--- src/rtl/lcd_pkg.sv ---
// Shared constants and types for the BCD counter that feeds the LCD driver.
package lcd_pkg;

    localparam int DIGIT_W    = 4;
    localparam int NUM_DIGITS = 4;

    typedef logic [DIGIT_W-1:0] bcd_t;

    localparam bcd_t BCD_MAX  = 4'd9;
    localparam bcd_t BCD_ZERO = 4'd0;

    typedef enum logic {
        STOPPED = 1'b0,
        RUNNING = 1'b1
    } run_state_e;

    // Any non-decimal nibble is forced to zero so the digit registers only ever hold 0..9.
    function automatic bcd_t bcd_sanitize(input bcd_t d);
        return (d > BCD_MAX) ? BCD_ZERO : d;
    endfunction

endpackage

--- src/rtl/bcd_digit.sv ---
// One BCD digit of the ripple chain. Carry/borrow out are combinational so a
// whole 0999 -> 1000 style ripple settles inside a single cycle.
module bcd_digit
    import lcd_pkg::*;
(
    input  logic clk_i,
    input  logic rst_ni,
    input  logic clear_i,
    input  logic load_i,
    input  bcd_t load_val_i,
    input  logic inc_i,
    input  logic dec_i,
    input  logic carry_in_i,
    input  logic borrow_in_i,
    output logic carry_out_o,
    output logic borrow_out_o,
    output bcd_t digit_o
);

    bcd_t digit_q, digit_d;
    logic step_up, step_dn;

    assign step_up      = inc_i & carry_in_i;
    assign step_dn      = dec_i & borrow_in_i;
    assign carry_out_o  = step_up & (digit_q == BCD_MAX);
    assign borrow_out_o = step_dn & (digit_q == BCD_ZERO);
    assign digit_o      = digit_q;

    // Next digit value: clear beats load beats a count step.
    always_comb begin
        digit_d = digit_q;
        if (clear_i) begin
            digit_d = BCD_ZERO;
        end else if (load_i) begin
            digit_d = bcd_sanitize(load_val_i);
        end else if (step_up) begin
            digit_d = (digit_q == BCD_MAX) ? BCD_ZERO : digit_q + 4'd1;
        end else if (step_dn) begin
            digit_d = (digit_q == BCD_ZERO) ? BCD_MAX : digit_q - 4'd1;
        end
    end

    // Digit register.
    always_ff @(posedge clk_i or negedge rst_ni) begin
        if (!rst_ni) digit_q <= BCD_ZERO;
        else         digit_q <= digit_d;
    end

endmodule

--- src/rtl/bcd_count4.sv ---
// Four-digit BCD up/down counter with prescaled tick and start/stop toggle.
// Define BCD_SATURATE_EN to make the count stop at 9999/0000 instead of wrapping.
module bcd_count4
    import lcd_pkg::*;
#(
    parameter int TICK_DIV = 50000000
) (
    input  logic        clk,
    input  logic        reset,
    input  logic        start_stop,
    input  logic        up_dn,
    input  logic        clear,
    input  logic        load,
    input  logic [15:0] load_val,
    output logic [3:0]  count0,
    output logic [3:0]  count1,
    output logic [3:0]  count2,
    output logic [3:0]  count3,
    output logic        running,
    output logic        wrap
);

    localparam int             PW        = (TICK_DIV > 2) ? $clog2(TICK_DIV) : 1;
    localparam logic [PW-1:0]  TICK_LAST = PW'(TICK_DIV - 1);

    logic          ss_meta_q, ss_sync_q, ss_prev_q;
    logic          ss_edge;
    run_state_e    state_q;
    logic [PW-1:0] presc_q, presc_d;
    logic          tick, step_ok, inc, dec;
    logic          wrap_q, wrap_d;

    logic [NUM_DIGITS:0] carry, borrow;
    bcd_t                digit_w [NUM_DIGITS];

    assign ss_edge = ss_sync_q & ~ss_prev_q;
    assign tick    = (state_q == RUNNING) && (presc_q == TICK_LAST);
    // A tick that collides with clear or load is dropped entirely.
    assign step_ok = tick & ~clear & ~load;

    // Two-flop synchronizer plus delay stage for rising-edge detect.
    always_ff @(posedge clk or negedge reset) begin
        if (!reset) begin
            ss_meta_q <= 1'b0;
            ss_sync_q <= 1'b0;
            ss_prev_q <= 1'b0;
        end else begin
            ss_meta_q <= start_stop;
            ss_sync_q <= ss_meta_q;
            ss_prev_q <= ss_sync_q;
        end
    end

    // Run FSM: every synchronized start_stop edge flips between STOPPED and RUNNING.
    always_ff @(posedge clk or negedge reset) begin
        if (!reset) begin
            state_q <= STOPPED;
        end else if (ss_edge) begin
            case (state_q)
                STOPPED: state_q <= RUNNING;
                RUNNING: state_q <= STOPPED;
                default: state_q <= STOPPED;
            endcase
        end
    end

    assign running = (state_q == RUNNING);

    // Prescaler next value: zeroed by clear/load, advances only while running.
    always_comb begin
        presc_d = presc_q;
        if (clear || load) begin
            presc_d = '0;
        end else if (state_q == RUNNING) begin
            presc_d = (presc_q == TICK_LAST) ? '0 : presc_q + PW'(1);
        end
    end

    // Prescaler register; holds partial time while stopped.
    always_ff @(posedge clk or negedge reset) begin
        if (!reset) presc_q <= '0;
        else        presc_q <= presc_d;
    end

`ifdef BCD_SATURATE_EN
    logic all_max, all_zero, at_limit;
    logic hit_q, hit_d;

    // Detect the count sitting at either end of its range.
    always_comb begin
        all_max  = 1'b1;
        all_zero = 1'b1;
        for (int i = 0; i < NUM_DIGITS; i++) begin
            if (digit_w[i] != BCD_MAX)  all_max  = 1'b0;
            if (digit_w[i] != BCD_ZERO) all_zero = 1'b0;
        end
    end

    assign at_limit = up_dn ? all_max : all_zero;
    assign inc      = step_ok &  up_dn & ~all_max;
    assign dec      = step_ok & ~up_dn & ~all_zero;
    // Only the first blocked tick at a limit flags wrap; later ones are silent.
    assign wrap_d   = step_ok & at_limit & ~hit_q;

    // Remembers that the limit has already been reported.
    always_comb begin
        hit_d = hit_q;
        if (clear || load) hit_d = 1'b0;
        else if (step_ok)  hit_d = at_limit;
    end

    // Limit-reported flag register.
    always_ff @(posedge clk or negedge reset) begin
        if (!reset) hit_q <= 1'b0;
        else        hit_q <= hit_d;
    end
`else
    assign inc    = step_ok &  up_dn;
    assign dec    = step_ok & ~up_dn;
    // Carry or borrow out of the top digit means the whole count wrapped.
    assign wrap_d = carry[NUM_DIGITS] | borrow[NUM_DIGITS];
`endif

    // Wrap pulse register, aligned with the new digit values.
    always_ff @(posedge clk or negedge reset) begin
        if (!reset) wrap_q <= 1'b0;
        else        wrap_q <= wrap_d;
    end

    assign wrap = wrap_q;

    assign carry[0]  = 1'b1;
    assign borrow[0] = 1'b1;

    for (genvar i = 0; i < NUM_DIGITS; i++) begin : g_digit
        bcd_digit u_digit (
            .clk_i        (clk),
            .rst_ni       (reset),
            .clear_i      (clear),
            .load_i       (load),
            .load_val_i   (load_val[i*DIGIT_W +: DIGIT_W]),
            .inc_i        (inc),
            .dec_i        (dec),
            .carry_in_i   (carry[i]),
            .borrow_in_i  (borrow[i]),
            .carry_out_o  (carry[i+1]),
            .borrow_out_o (borrow[i+1]),
            .digit_o      (digit_w[i])
        );
    end

    assign count0 = digit_w[0];
    assign count1 = digit_w[1];
    assign count2 = digit_w[2];
    assign count3 = digit_w[3];

endmodule

--- config.mk ---
export PLATFORM = sky130hd
export DESIGN_NAME = bcd_count4
export DESIGN_NICKNAME = d
export VERILOG_FILES = /design/src/rtl/lcd_pkg.sv /design/src/rtl/bcd_digit.sv /design/src/rtl/bcd_count4.sv
export SDC_FILE = /design/constraint.sdc
export NUM_CORES = 1
export LEC_CHECK = 0
export ABC_AREA = 1
export CORE_MARGIN = 2
export CORE_UTILIZATION = 45
export DETAILED_ROUTE_END_ITERATION = 10
export PLACE_DENSITY = 0.68
export SYNTH_ARGS = -nofsm -noshare
export SYNTH_HDL_FRONTEND = slang
export SYNTH_SLANG_ARGS = --single-unit
--- constraint.sdc ---
create_clock -name clk -period 2 [get_ports clk]
set_clock_uncertainty 0.15 [all_clocks]
set_input_delay 0.3 -clock clk [delete_from_list [all_inputs] [get_ports clk]]
set_output_delay 0.3 -clock clk [all_outputs]
set_load 0.01 [all_outputs]
# Word-level counts from Yosys, hierarchy flattened
# Cells that the tools add are included.
[word_totals]
out_inout_bits = 18
ram_bits = 0
memories = 0
inputBits = 22
latch_bits = 0
romBits = 0
regBits = 47
[op_classes]
n_addsub = 9
n_reduce_logical = 11
shift = 0
n_mul = 0
n_bitwise = 25
mux = 32
n_lt_le_gt_ge = 4
n_eq_ne = 5
div_mod_pow = 0
[ops]
columns = ["cell", "count"]
rows = [
  ["2-to-1 mux 4 bit", 28],
  ["2-to-1 mux 26 bit", 3],
  ["adder 26 x 1 -> 26 bit, second input constant", 1],
  ["equality test 26 bit, second input constant", 1],
  ["bitwise AND 1 bit", 19],
  ["adder 4 x 1 -> 4 bit, second input constant", 4],
  ["equality test 4 bit, second input constant", 4],
  ["greater-than comparator 4 bit, second input constant", 4],
  ["zero test 4 bit", 4],
  ["nonzero test 4 bit", 4],
  ["subtractor 4 x 1 -> 4 bit, second input constant", 4],
  ["NOT 1 bit", 5],
  ["case mux 1 bit (2 select lines)", 1],
  ["nonzero test 2 bit", 1],
  ["logical AND 1 bit", 1],
  ["logical OR 1 bit", 1],
  ["bitwise OR 1 bit", 1],
]

# Logic depth before layout (Yosys ltp)
[logic_depth]
ltp_word = 15
ltp_mapped = 13
ltp_nobuf = 13

# Hierarchy
# A second synthesis with hierarchy kept.
[unflattened]
cells_unflattened = 563
hier_area_um2 = 3694.8
[by_module_without_submodules]
columns = ["mod", "area_each_um2", "instances", "cells_each"]
rows = [
  ["bcd_count4", 1853.0, 1, 247],
  ["bcd_digit", 460.4, 4, 79],
]

# Least setup slack after synthesis
# OpenSTA, ideal clock, no wires.
[synth_timing]
path_type = "flip-flop to flip-flop"
start = "register g_digit[0].u_digit.digit_q[1]"
end = "register g_digit[3].u_digit.digit_q[0]"
period_less_slack_ns = 1.874
setup_slack_ns = 0.126
arrival_time_ns = 1.607
stages_incl_launch_ff = 11
required_time_ns = 1.734
setup_time_ns = 0.116
path_buffers = 0
path_cell_list = "dfrtp_1 > inv_1 > ha_1 > nand3_1 > inv_1 > nand3_2 > nor2_2 > nor2_2 > nor2_1 > nand2_1 > nand2_1"
[synth_between]
elab_chain_len = 10
[synth_rtl]
columns = ["item", "line", "text"]
rows = [
  ["from (decl)", "bcd_digit.sv:20", "bcd_t digit_q, digit_d;"],
  ["from (signal assigned)", "bcd_digit.sv:46", "else digit_q <= digit_d;"],
  ["equality test 4 bit", "bcd_digit.sv:25", "assign carry_out_o = step_up & (digit_q == BCD_MAX);"],
  ["bitwise AND 1 bit", "bcd_digit.sv:25", ""],
  ["bitwise AND 1 bit", "bcd_digit.sv:23", "assign step_up = inc_i & carry_in_i;"],
  ["bitwise AND 1 bit", "bcd_digit.sv:25", ""],
  ["bitwise AND 1 bit", "bcd_digit.sv:23", ""],
  ["bitwise AND 1 bit", "bcd_digit.sv:25", ""],
  ["bitwise AND 1 bit", "bcd_digit.sv:23", ""],
  ["2-to-1 mux 4 bit", "bcd_digit.sv:36", "end else if (step_up) begin"],
  ["2-to-1 mux 4 bit", "bcd_digit.sv:34", "end else if (load_i) begin"],
  ["2-to-1 mux 4 bit", "bcd_digit.sv:32", "if (clear_i) begin"],
  ["to (signal assigned)", "bcd_digit.sv:46", ""],
  ["to (decl)", "bcd_digit.sv:20", ""],
]
# Several ways; a longest one is shown, not always the timed one.
# A chain may end at the register's enable or synchronous reset.

# Final worst setup path
[layout_timing]
start = "register presc_q[1]"
end = "register g_digit[3].u_digit.digit_q[1]"
[layout_between]
elab_chain_len = 14
[layout_rtl]
columns = ["item", "line", "text"]
rows = [
  ["from (decl)", "bcd_count4.sv:29", "logic [PW-1:0] presc_q, presc_d;"],
  ["from (signal assigned)", "bcd_count4.sv:82", "else presc_q <= presc_d;"],
  ["equality test 26 bit *", "bcd_count4.sv:37", "assign tick = (state_q == RUNNING) && (presc_q == TICK_LAST);"],
  ["logical AND 1 bit *", "bcd_count4.sv:37", ""],
  ["bitwise AND 1 bit * (2 in a row)", "bcd_count4.sv:39", "assign step_ok = tick & ~clear & ~load;"],
  ["bitwise AND 1 bit", "bcd_count4.sv:118", "assign inc = step_ok & up_dn;"],
  ["bitwise AND 1 bit", "bcd_digit.sv:25", ""],
  ["bitwise AND 1 bit", "bcd_digit.sv:23", ""],
  ["bitwise AND 1 bit", "bcd_digit.sv:25", ""],
  ["bitwise AND 1 bit", "bcd_digit.sv:23", ""],
  ["bitwise AND 1 bit", "bcd_digit.sv:25", ""],
  ["bitwise AND 1 bit", "bcd_digit.sv:23", ""],
  ["2-to-1 mux 4 bit", "bcd_digit.sv:36", ""],
  ["2-to-1 mux 4 bit", "bcd_digit.sv:34", ""],
  ["2-to-1 mux 4 bit", "bcd_digit.sv:32", ""],
]
# Mark *: on every way between the ends. The rest lies on a longest branch, timed or not.

==> metrics <==
Num CTS Buffers 5; clock root buffer master clkbuf_8; PD cells 516 nW/um2; Avg Cell Area, Syn 7.00 um2; Distinct cells, synth 42; maxcap violations 0; Syn Std Cell Area around 3700 um2; Final Hold Viols 0; gr busiest metal met2; Post-Route WL roughly 10 mm; Initial Util 0.471; crit path launch type register; Final min period around 2000 ps; Ant. Diodes 0; DRC viols 0; initial DRC count roughly 300; DR WL/cell roughly 14 um; Required @ worst endpoint between 2000 and 2500 ps; largest net degree at the start of global routing between 40 and 50; Worst VDD drop roughly 0.27 mV; initial antenna violation count 0; First-pass DRT Iterations 5; DP Worst Slack -129 ps; PortBufs 39; post-synth top area share 0.320; Hold/Removal Path Class register to register; unrepaired setup endpoints after global routing yes; DPL Wire Length 7.19 mm; Layout area overhead 31.8%; GRT Util Overall 0.231; H-Tree Depth 2; vias after detailed routing 3770; WHS Path Cells 0; leading area contributor after synthesis dfrtp_1; ANT nets after route 0; Static Leak about 0.0023 uW; most frequent cells in the layout nand2_1 (119), inv_1 (64), buf_4 (51); GRT Residual Overflow 0; sum of buffers and inverters on the critical path 2; Tightest Pin Transition ~650 ps; routability-driven placement congestion ratio roughly 0.86; Final Max Slew Viols 0; FILL cells 715; GRT met3 Usage 0.0327; CP Data Arrival Time ~2100 ps; Crit path depth 13; fmax between 0.5 and 0.6 GHz; die width 94.4 um; Die H 94.4 um; grt met1 use 0.315; Ys Warns 0; delay-heaviest family, CP simple AND/OR/NAND/NOR gates; clk sinks between 40 and 50; global-route wire length before repair 16.5 mm; Worst Setup End Kind register; post-route setup slack about 25 ps; fraction of the yosys area taken by sequential cells 0.320; cell breakdown of the critical path ha_4 -> nand3_4 -> inv_4 -> nand2_2 -> nor2_4 -> nand3_4 -> nor2_8 -> nand4_4 -> inv_4 -> nand2_2 -> nand3_2 -> nand2_1 -> nand2_1; Skew-Pair Late Insertion Delay ~320 ps; Fin Hold WS about 220 ps; post-synthesis cell count roughly 530; Yosys reg bits 47; FP Rows 32; share of cells above drive strength 1 0.251; core area about 7800 um2; CP Max Fanout 5; critical path's slowest cell dfrtp_1; Mapped Nets 560; clock transition at the registers of the reported paths roughly 100 ps; kind of critical path register to register; PnR Total Power ~2500 uW; Setup-failing EPs final 0; run status finished, final reports clean; vias in the first global route roughly 3600; final period utilization 0.987; Final nets between 600 and 700; commonest non-fill, non-tap cell in the layout nand2_1; Total Die Area a little under 9000 um2; CTS tree built; mean number of vias per cell ~5.2; Crit path largest cell delay 410 ps; Worst slew margin 0.567; Worst R2R Path Depth 13; largest cells by area after synthesis dfrtp_1 (32%), nand2_1 (14%), inv_1 (6.7%); Top Ports 40; Bufs on Longest Clock Path 2; met2 Use GR 0.383
-- worst paths after layout --
kind                                   startpoint  slack (ps)                                   endpoint
min in group asynchronous                   reset         450                    presc_q[20]$_DFFE_PN0P_
min                           ss_meta_q$_DFF_PN0_         220                        ss_sync_q$_DFF_PN0_
max                        presc_q[1]$_DFFE_PN0P_          30  g_digit[3].u_digit.digit_o[1]$_DFFE_PN0P_
max in group asynchronous                   reset         760                     presc_q[7]$_DFFE_PN0P_
min reg2reg                   ss_meta_q$_DFF_PN0_         220                        ss_sync_q$_DFF_PN0_
max reg2reg                presc_q[1]$_DFFE_PN0P_          30  g_digit[3].u_digit.digit_o[1]$_DFFE_PN0P_
-- layout make-up --
class	instances	area (um2)	share of cell area
inverters	78	300	0.0619
multi-input cells	392	2340	0.483
repair buffers	93	810	0.167
clock buffers	6	72.6	0.0150
flip-flops and latches	47	1180	0.243
well taps	102	128	0.0263
clock inverters	2	16.3	0.00335
-- power by group --
part           switching, uW  total (uW)  leakage, uW  internal (uW)
clock                    382         634    0.0000418            253
combinational            444         794      0.00168            350
sequential              71.1        1070     0.000628           1000
-- what timing repair did --
| action | 4_1_cts | 5_1_grt |
|---|---|---|
| resized for setup | 1 | 56 |
| endpoints found under the hold margin | 47 | 0 |
| hold buffers | 1 | 0 |
| pin swaps | 4 | 18 |
| endpoints found under the setup margin | 1 | 30 |
| cloned | 0 | 0 |
| setup buffers | 2 | 15 |
-- logic make-up (layout without fill, tap and decap cells) --
| group | count (synthesis) | in the layout | synth area share |
|---|---|---|---|
| AO/OA/AOI/OAI | 88 | 88 | 0.129 |
| XOR/XNOR | 13 | 13 | 0.0310 |
| adder cells (fa/ha/maj) | 13 | 13 | 0.0442 |
| buffers and inverters | 86 | 179 | 0.0922 |
| flip-flops | 47 | 47 | 0.320 |
| AND/OR/NAND/NOR | 278 | 278 | 0.383 |
-- worst register-to-register path: stages, from the launching register on --
cell and delay, ps:
dfrtp_1 410, ha_4 170, nand3_4 100, inv_4 90
nand2_2 60, nor2_4 120, nand3_4 110, nor2_8 160
nand4_4 180, inv_4 140, nand2_2 60, nand3_2 50
nand2_1 40, nand2_1 70
-- cells in the mapped netlist, drive strengths merged --
master  number
nand3       49
a21oi       21
nor3         8
clkbuf       4
inv         76
nor2        60
o211ai       3
or2          3
nor4         2
clkinv       2
xor2         9
a31oi        3
o41ai        1
and2         1
buf          4
o22ai        7
o31ai        1
xnor2        4
a41oi        1
a22oi        1
a21o         1
nand4        9
ha          13
nand2      146
dfrtp       47
o21ai       49
-- registers in the layout, summed over array words and instances (netlist names) --
name	flops
ss_meta_q	1
running	1
ss_prev_q	1
wrap	1
g_digit.u_digit.digit_o	16
presc_q	26
ss_sync_q	1
-- metal layers --
layer	wire length, um	part of all wire
met3	488	0.049
met5	0	0
met4	170	0.017
met2	4650	0.47
met1	4550	0.46
-- stage by stage --
step,std cells,setup TNS (ps),cell area (um2),utilization
after floorplan,525,0,3680,-
after global placement,694,-941,4420,0.566
after detailed placement,694,-1470,4420,0.566
after CTS,705,0,4530,0.580
after global routing,720,-1640,4850,0.621
final,720,0,4850,0.621
Power figures use the tool's default switching activity.
